==> src/rtl/mul_seq_ctrl.sv <==
// Sequential WxW unsigned multiplier: steps all byte pairs through one shared 8x8 multiplier.
// Optional build macro MUL_SEQ_ZERO_SKIP_EN skips byte pairs whose product is known to be zero.

module wallace_mul (
  input  logic [7:0]  a,
  input  logic [7:0]  b,
  output logic [15:0] p
);
  assign p = a * b;
endmodule

module mul_seq_ctrl #(
  parameter  int W  = 16,
  localparam int NB = W / 8
) (
  input  logic           clk,
  input  logic           rst_n,
  input  logic           in_valid,
  output logic           in_ready,
  input  logic [W-1:0]   in_a,
  input  logic [W-1:0]   in_b,
  output logic           out_valid,
  input  logic           out_ready,
  output logic [2*W-1:0] out_result,
  output logic           busy
);
  localparam int IW = (NB > 1) ? $clog2(NB) : 1;
  localparam int PW = 2 * W;

  if (W != 8 && W != 16 && W != 24 && W != 32) begin : g_bad_w
    $error("mul_seq_ctrl: W must be 8, 16, 24 or 32");
  end

  typedef enum logic [1:0] {IDLE, MUL, DONE} state_t;

  state_t          state, state_n;
  logic [W-1:0]    op_a, op_b;
  logic [PW-1:0]   acc, res;
  logic [IW-1:0]   i, j, i_n, j_n;
  logic [7:0]      byte_a, byte_b;
  logic [15:0]     prod;
  logic [PW-1:0]   partial, acc_sum;

`ifdef MUL_SEQ_ZERO_SKIP_EN
  localparam int KW = (NB > 1) ? $clog2(NB * NB) : 1;
  logic [KW:0] nxt;

  // Returns {found, index} of the first row-major pair at or after start with both bytes non-zero.
  function automatic logic [KW:0] find_pair(input logic [W-1:0] a, input logic [W-1:0] b,
                                            input int start);
    logic [KW:0] r;
    r = '0;
    for (int k = NB * NB - 1; k >= 0; k--) begin
      if (k >= start && a[8*(k/NB) +: 8] != 8'd0 && b[8*(k%NB) +: 8] != 8'd0)
        r = {1'b1, KW'(k)};
    end
    return r;
  endfunction
`endif

  wallace_mul u_mul (.a(byte_a), .b(byte_b), .p(prod));

  always_comb begin
    byte_a  = op_a[8*i +: 8];
    byte_b  = op_b[8*j +: 8];
    partial = PW'(prod) << (8 * (int'(i) + int'(j)));
    acc_sum = acc + partial;
  end

  always_comb begin
    state_n = state;
    i_n     = i;
    j_n     = j;
`ifdef MUL_SEQ_ZERO_SKIP_EN
    nxt     = '0;
`endif
    unique case (state)
      IDLE: begin
        if (in_valid) begin
`ifdef MUL_SEQ_ZERO_SKIP_EN
          nxt = find_pair(in_a, in_b, 0);
          if (nxt[KW]) begin
            state_n = MUL;
            i_n     = IW'(nxt[KW-1:0] / NB);
            j_n     = IW'(nxt[KW-1:0] % NB);
          end else begin
            state_n = DONE;
          end
`else
          state_n = MUL;
          i_n     = '0;
          j_n     = '0;
`endif
        end
      end
      MUL: begin
`ifdef MUL_SEQ_ZERO_SKIP_EN
        nxt = find_pair(op_a, op_b, int'(i) * NB + int'(j) + 1);
        if (nxt[KW]) begin
          i_n = IW'(nxt[KW-1:0] / NB);
          j_n = IW'(nxt[KW-1:0] % NB);
        end else begin
          state_n = DONE;
        end
`else
        if (i == IW'(NB - 1) && j == IW'(NB - 1)) begin
          state_n = DONE;
        end else if (j == IW'(NB - 1)) begin
          j_n = '0;
          i_n = i + 1'b1;
        end else begin
          j_n = j + 1'b1;
        end
`endif
      end
      DONE: begin
        if (out_ready) state_n = IDLE;
      end
      default: state_n = IDLE;
    endcase
  end

  always_ff @(posedge clk) begin
    if (!rst_n) state <= IDLE;
    else        state <= state_n;
  end

  // Datapath: operand capture, accumulation, and the held result register
  always_ff @(posedge clk) begin
    if (!rst_n) begin
      op_a <= '0;
      op_b <= '0;
      acc  <= '0;
      res  <= '0;
      i    <= '0;
      j    <= '0;
    end else begin
      i <= i_n;
      j <= j_n;
      if (state == IDLE && in_valid) begin
        op_a <= in_a;
        op_b <= in_b;
        acc  <= '0;
        if (state_n == DONE) res <= '0;
      end
      if (state == MUL) begin
        acc <= acc_sum;
        if (state_n == DONE) res <= acc_sum;
      end
    end
  end

  assign in_ready   = (state == IDLE);
  assign out_valid  = (state == DONE);
  assign busy       = (state != IDLE);
  assign out_result = res;

endmodule

==> config.mk <==
export PLATFORM = sky130hd
export DESIGN_NAME = mul_seq_ctrl
export DESIGN_NICKNAME = d
export VERILOG_FILES = /design/src/rtl/mul_seq_ctrl.sv
export SDC_FILE = /design/constraint.sdc
export NUM_CORES = 1
export LEC_CHECK = 0
export CORE_AREA = 2 2 127 129
export CTS_CLUSTER_SIZE = 10
export DETAILED_ROUTE_END_ITERATION = 16
export DIE_AREA = 0 0 129 131
export PLACE_DENSITY = 0.7
export REMOVE_ABC_BUFFERS = 1
export SLEW_MARGIN = 5
export SYNTH_ARGS = -nofsm -noshare
export SYNTH_HDL_FRONTEND = slang
export SYNTH_SLANG_ARGS = --single-unit
==> constraint.sdc <==
create_clock -name clk -period 18.1 [get_ports clk]
set_clock_uncertainty 0.15 [all_clocks]
set_input_delay 2.715 -clock clk [delete_from_list [all_inputs] [get_ports clk]]
set_output_delay 2.715 -clock clk [all_outputs]
set_load 0.01 [all_outputs]
# Yosys cells after proc, flatten, opt, wreduce, memory -nomap -nowiden
# Index checks and enable logic that the tools add are counted.
# totals
out_inout_bits,35
register_bits,100
input_bits,36
# op_classes
n_addsub,4
muxes,17
reduce_logical,8
n_shift,3
eq_ne,6
multipliers,1
# op_table
operator,n
$mux 32,6
$add 32x32->32,1
$shiftx 16x5->8,2
$shl 16x5->32,1
$mul 8x8->16,1
$mux 2,3
$ne 2x2->1 const B,3
$pmux 2 s3,1
$reduce_bool 2->1,3
$mux 1,5
$eq 2x2->1 const B,2
$pmux 1 s2,2
$reduce_and 4->1,1
$reduce_and 3->1,1
$add 1x1->1 const B,2
$add 1x1->2,1
$eq 2x1->1 const B,1
$logic_and 1x1->1,2
$logic_not 2->1,1

# Logic depth before layout (Yosys ltp)
# Gate-level depths: netlist of run 1.
# depth
depth_word,8
mapped_depth,30

# Hierarchy
# A second synthesis of run 1 with hierarchy kept.
# hier_totals
cells_unflattened,958
hier_area_um2,7968.9
# by_module_without_submodules
mod,instances,seq_area_each_um2,area_per_inst_um2,cells_each
mul_seq_ctrl,1,2001.9,5843.1,715
wallace_mul,1,0.0,2125.8,243

# Worst setup path after synthesis of run 1
# Ideal clock, no wire load.
# synth_timing
path_type,reg2reg
startpoint,reg j
endpoint,reg acc[29]
stages_incl_launch_ff,30
slack_ps,10702
synth_period_minus_slack_ps,7398
t_required_ps,17826
setup_ps,124
arrival_time_ps,7124
path_cell_list,dfxtp_1 > buf_1 > mux2i_1 > or2_2 > fa_1 > fa_1 > inv_1 > fa_1 > inv_1 > fa_1 > inv_1 > ha_1 > o21ai_0 > o21ai_0 > a31oi_1 > o21ai_0 > xnor2_1 > nor2_1 > a21oi_1 > nor2_1 > ha_1 > o21ai_0 > nor2_1 > or4_1 > a221oi_2 > o31ai_2 > a221o_2 > a31oi_4 > xor2_1 > o21ai_1
# synth_via
elab_chain_cells,5
word_cells_on_any_way,6
# synth_rtl
item,line_no,rtl
start: declaration,39,"logic [IW-1:0] i, j, i_n, j_n;"
start signal: assignment,139,j <= j_n;
$shiftx 16x5->8,65,byte_b = op_b[8*j +: 8];
$mul 8x8->16,9,assign p = a * b;
$shl 16x5->32 (*),66,partial = PW'(prod) << (8 * (int'(i) + int'(j)));
$add 32x32->32 (*),67,acc_sum = acc + partial;
$mux 32 (*),146,if (state == MUL) begin
end signal: assignment,147,acc <= acc_sum;
end: declaration,38,"logic [PW-1:0] acc, res;"
# Every way passes the cells marked *; elsewhere a longest branch is shown, timed or not.
# A chain may end at the register's enable or synchronous reset.

# Worst setup path after layout of run 1
# layout_timing
startpoint,reg i
endpoint,"reg res[30], in the netlist out_result[30]"
# layout_via
elab_chain_cells,8
word_cells_on_any_way,13
# layout_rtl
item,line_no,rtl
start: declaration,39,
start signal: assignment,138,i <= i_n;
branches (longest 7 deep; another with $add 32x32->32),n/a,
$mux 32 (*),146,
end signal: assignment,148,if (state_n == DONE) res <= acc_sum;
end: declaration,38,
# Every way passes the cells marked *.

==> results.cfg, run 1 <==
[setup_path]
worstSetupStartpointType = flop
ff2ff_setup_slack_ns = 9.77
reg2reg_from = i
worstSetupPathType = flop to flop
required_ns = 18.20
crit_fanout = 12
worstRegToRegCells = 28
r2r_end = out_result[30]
worstPathArrival_ns = 8.43
critPathSlowestCell = mux2i_1
crit_path_max_incr_delay_ns = 0.86
setup.worst_path.end_class = flop

[synth]
synth_edf_count = 0
synth_common_cells = 159 x nand2_1, 100 x dfxtp_1, 81 x nor2_1
synth.avg_cell_area_um2 = 8.003
yosysUniqueCellTypes = 57
netlist_area_um2 = 7611
ys_seq_area_share_pct = 26.30
yosysTopAreaCell = dfxtp_1
synth_ff_type = dfxtp_1
synth_seq_cells = 100
yosysTopAreaCellShare_pct = 26.30
yosysWarnings = 0
yosys-top-cells-area = dfxtp_1 26%, ha_1 11%, fa_1 9.7%
syn_inst = 951
synth_most_common_cell = nand2_1
synth_async_sr_flop_share_pct = 0

[cts]
cts_resized = 0
cts-root-buf = clkbuf_16
cts_tree = yes
path_clk_slew_ns = 0.07
insertion_delay_ns = 0.36
tritoncts.num_buffers = 9
hold_buffers = 0
htreeDepth = 3
cts.sinks = 100
postCtsSetupBuffers = 0
clockBufferDepth = 2

[drt]
dr.pass1.iters = 5
avgRoutedWirePerCell_um = 14.83
routed-via-count = 6556
wl_um = 18040
initialDrtViolationCount = 425
final_antenna_net_count = 0
drc = 0
vias_per_cell = 5.391

[power]
ir_drop_v = 0.00004393
p_per_area_nw_per_um2 = 56.71
leakagePower_nw = 3.718

[timing]
fmax_ghz = 0.1201
whs_ns = 0.3163
fin_setup_tns_ns = 0
maxSlewHeadroom_pct = 27.47
tightest_slew_ns = 1.088
fin_crit_sh_pct = 46.01
finalMaxSlewViolations = 0
min_period_ns = 8.327
rsz0062_at_grt = no
setup_violations = 0
finalHoldViolations = 0

[global_route]
grt_usage_pct = 22.30
grt_max_degree = 92
grt_antenna_before_repair = 0
grt_pass1_vias = 6037
grt_pass1_wl_um = 30100
gr-total-overflow = 0

[worst_hold_path]
min_to = out_result[30]
hold_path_depth = 2
hp-class = flop to flop
min_from = out_result[30]

[final_layout]
area_growth_pct = 15.04
nNetsFinal = 1136
final_core_util_pct = 56.14
n_antenna_cell = 0
final_area_um2 = 8756
layout-drive-gt1-share_pct = 4.600

[floorplanning]
die_h_um = 131
start_util_pct = 48.80
std_cell_rows = 46
io_pins = 71
core_um2 = 15600
die_x_um = 129
die-area_um2 = 16900

[run_status]
status = finished clean

[placed_design]
gp_congestion = 0.8927
dpl_cell_area_um2 = 8462
dp_hpwl_um = 13410
io_buffers = 70

[flow_run]
drv_cap = 0
[layout make-up]
| type | instances | area, um2 |
|---|---|---|
| multi-input combinational | 742 | 5201 |
| clock inverter | 6 | 55.05 |
| sequential | 100 | 2002 |
| clock buffer | 10 | 239.0 |
| timing repair buffer | 76 | 740.7 |
| fill | 1461 | 6842 |
| inverter | 66 | 247.7 |
| tap | 216 | 270.3 |
[worst max path at each step]
stage                     from             end  slack (ns)  depth (start not counted)
after floorplan              i         acc[29]       10.79                         28
after global placement       i  out_result[30]        9.95                         28
after detailed placement     i  out_result[30]        9.75                         28
after CTS                    i  out_result[30]        9.70                         28
after global routing         i         acc[30]        9.05                         28
final                        i  out_result[30]        9.77                         28
[power by group]
group	switching, mW	total [mW]	internal [mW]	leakage (nW)
clock network	0.0938	0.194	0.0997	0.139
registers	0.00439	0.230	0.225	0.811
logic	0.0442	0.0733	0.0291	2.77
[logic make-up (layout without fill, tap and decap cells)]
kind of cell             Yosys count  in the layout  share of synthesized area, %
multiplexers                      20             20                         2.630
AND/OR/NAND/NOR                  340            340                         19.48
XOR/XNOR                          42             42                         4.833
buffers and inverters            109            158                         5.392
flip-flops                       100            100                         26.30
AO/OA/AOI/OAI                    235            235                         20.45
adder cells (fa/ha/maj)          105            105                         20.91
[worst max-delay path: cells and delay by family (launching register included)]
kind	cells	cell delay [ns]
AO/OA/AOI/OAI	10	2.02
XOR/XNOR	1	0.33
adder cells (fa/ha/maj)	6	2.76
buffers and inverters	3	0.16
flip-flops	1	0.76
multiplexers	1	0.86
AND/OR/NAND/NOR	7	1.19
[per-layer routing]
metal	track usage [%]	up-vias	routed length (um)	part of all wire (%)
li1	-	3316	-	-
met1	31.56	3087	8669	48
met2	34.77	133	8221	46
met3	3.542	20	836	4.6
met4	7.673	0	310	1.7
met5	0	-	0	0
[through the flow]
stage                     setup slack, ns  power, mW  cells
final                               9.773     0.4966   1216
after global routing                9.046     0.5189   1216
after CTS                           9.704     0.5014   1216
after detailed placement            9.745     0.3078   1200
after global placement              9.948     0.3072   1200
after floorplan                     10.79     0.2801    908
[registers in the layout, indices dropped and copies added, names as in the netlist]
name,count
j,1
state,2
i,1
acc,32
op_b,16
out_result,32
op_a,16
[layout by cell type, fill, tap and decap left out, types with 3 or more instances in the layout]
cell / synthesis / routed
nor3_1: 11 / 11
or3_1: 3 / 3
a211oi_1: 6 / 6
inv_1: 66 / 66
o22ai_1: 7 / 7
nor2_1: 81 / 80
xnor2_1: 27 / 27
clkbuf_16: 0 / 9
o21ai_0: 54 / 54
xor2_1: 15 / 15
a21oi_1: 48 / 48
a31oi_1: 4 / 4
mux2i_1: 20 / 20
a21boi_0: 58 / 58
nand4_1: 4 / 4
nand3_1: 32 / 32
dfxtp_1: 100 / 100
nand2_1: 159 / 159
clkdlybuf4s50_1: 0 / 69
nor2b_1: 6 / 6
o211a_1: 4 / 4
and2_1: 16 / 16
buf_4: 0 / 6
and3_1: 3 / 3
fa_1: 37 / 37
o211ai_1: 5 / 5
a21o_1: 13 / 13
a22o_1: 4 / 4
o21a_1: 3 / 3
ha_1: 68 / 68
or2_2: 13 / 13
nand2b_1: 5 / 5
o21bai_1: 5 / 5
Power figures use the tool's default switching activity.
==> run 2, diff against run 1 <==
Settings changed: PLACE_DENSITY 0.7 to 0.73.
Clock period 18.1 ns to 7.05 ns, I/O delays scaled along.
==> run 2 against run 1 <==
Clock power grew to 2.7 times the previous value. Via count is 9.9% higher. Register-to-register slack worse by 9.7 ns. Total power grew to 2.8 times the previous value. Core utilization is 9.6 points higher. Sequential cell count stayed put. Worst setup slack worse by 9.7 ns. Largest power group unchanged. Cell count is 10% higher. Critical path type unchanged. Critical path depth is 3 higher.
==> results.cfg, run 2 (same netlist as run 1, synthesis figures left out) <==
[run_status]
status = finished clean

[final_layout]
final_core_util_pct = 65.70
nNetsFinal = 1259
final_cells = 1339
layout-drive-gt1-share_pct = 21.99
area_growth_pct = 34.64
final_cell_mix = 158 x nand2_1, 123 x buf_4, 98 x dfxtp_1, 73 x nor2_1, 69 x clkdlybuf4s50_1
final_area_um2 = 10250
fillers = 1218
n_antenna_cell = 0
final_common_cell = nand2_1

[drt]
vias_per_cell = 5.379
final_antenna_net_count = 0
met1_length_um = 9499
routed-via-count = 7203
wl_met3_um = 873
initialDrtViolationCount = 490
drc = 0
avgRoutedWirePerCell_um = 15.31
dr.pass1.iters = 4
top_layer_used = met4
wl_met2_um = 9688
wl_um = 20510

[timing]
maxSlewHeadroom_pct = 27.56
fin_crit_sh_pct = 99.15
setup_violations = 0
min_period_ns = 6.990
rsz0062_at_grt = yes
finalMaxSlewViolations = 0
tightest_slew_ns = 1.087
whs_ns = 0.3037
finalHoldViolations = 0
fin_ws_ns = 0.06022
fin_setup_tns_ns = 0
fmax_ghz = 0.1431

[setup_path]
setup.worst_path.end_class = flop
crit_path_max_incr_delay_ns = 0.54
worstSetupStartpointType = flop
worstRegToRegCells = 31
cpMostUsedCell = buf_4
worstPathArrival_ns = 7.09
reg2reg_from = j
critPathSlowestCell = fa_1
required_ns = 7.15
ff2ff_setup_slack_ns = 0.06
worstSetupPathType = flop to flop
r2r_end = acc[29]
crit_fanout = 7

[floorplanning]
std_cell_rows = 46
io_pins = 71
die_h_um = 131
start_util_pct = 48.80
core_um2 = 15600
die_x_um = 129
die-area_um2 = 16900

[power]
power_frac_clock_pct = 37.8
ir_drop_v = 0.0001156
p_int_uw = 984.7
pwr-share-seq_pct = 42.9
swShare_pct = 28.41
power_mw = 1.376
leakagePower_nw = 4.355
p_sw_uw = 390.8
pwr-share-comb_pct = 19.2
p_per_area_nw_per_um2 = 134.2

[cts]
cts-root-buf = clkbuf_16
htreeDepth = 3
insertion_delay_ns = 0.37
path_clk_slew_ns = 0.08
clockBufferDepth = 2
cts.sinks = 100
tritoncts.num_buffers = 9
cts_tree = yes

[placed_design]
place_ws_ns = -0.3647
io_buffers = 70
placedCellCount = 1298
gp_congestion = 0.9141
dp_hpwl_um = 14430
dpl_cell_area_um2 = 9223

[global_route]
grt_max_degree = 92
grt_usage_pct = 24.13
grt_pass1_wl_um = 32380
grt_pass1_vias = 6811
grt_antenna_before_repair = 0
gr-total-overflow = 0

[worst_hold_path]
min_from = acc[30]
hp-class = flop to flop
hold_path_depth = 2
min_to = acc[30]

[flow_run]
drv_cap = 0
run 2: repair_timing:
item,CTS,global route
gates resized for setup,53,68
pin swaps,28,61
hold buffers,0,0
buffers inserted,7,20
setup endpoints to repair,23,33
run 2: how the worst max path moves through the flow:
stage | from | to | slack, ns | depth (start not counted)
after floorplan | i | acc[29] | -0.26 | 28
after global placement | i | acc[29] | -0.21 | 29
after detailed placement | i | acc[29] | -0.36 | 30
after CTS | j | acc[29] | 0.001 | 28
after global routing | j | acc[29] | -0.22 | 29
final | j | acc[29] | 0.06 | 31
run 2: cell type report:
class                           count  area, um2  area share [%]
Multi-Input combinational cell    742       5718           55.80
Sequential cell                   100       2007           19.58
Inverter                           66      247.7           2.418
Clock buffer                        9      225.2           2.198
Timing Repair Buffer              199       1699           16.58
Tap cell                          216      270.3           2.637
Clock inverter                      7      80.08          0.7814
run 2: critical path, delay by kind of cell (launching register included):
family | cells | cell delay (ns)
XOR/XNOR | 2 | 0.38
adder cells (fa/ha/maj) | 6 | 2.13
AND/OR/NAND/NOR | 4 | 0.76
flip-flops | 1 | 0.35
AO/OA/AOI/OAI | 11 | 2.09
buffers and inverters | 6 | 0.66
multiplexers | 2 | 0.33
run 2: power groups by stage:
stage,clock network [mW],registers (mW),logic [mW]
after floorplan,0,0.599,0.120
after global routing,0.552,0.592,0.289
final,0.520,0.590,0.265
after global placement,0,0.600,0.227
after detailed placement,0,0.600,0.230
after CTS,0.534,0.590,0.245
run 2: per-layer routing:
layer  up-vias  track usage, %
li1       3554               -
met1      3417           32.92
met2       199           39.59
met3        33           3.176
met4         0           8.440
met5         -               0
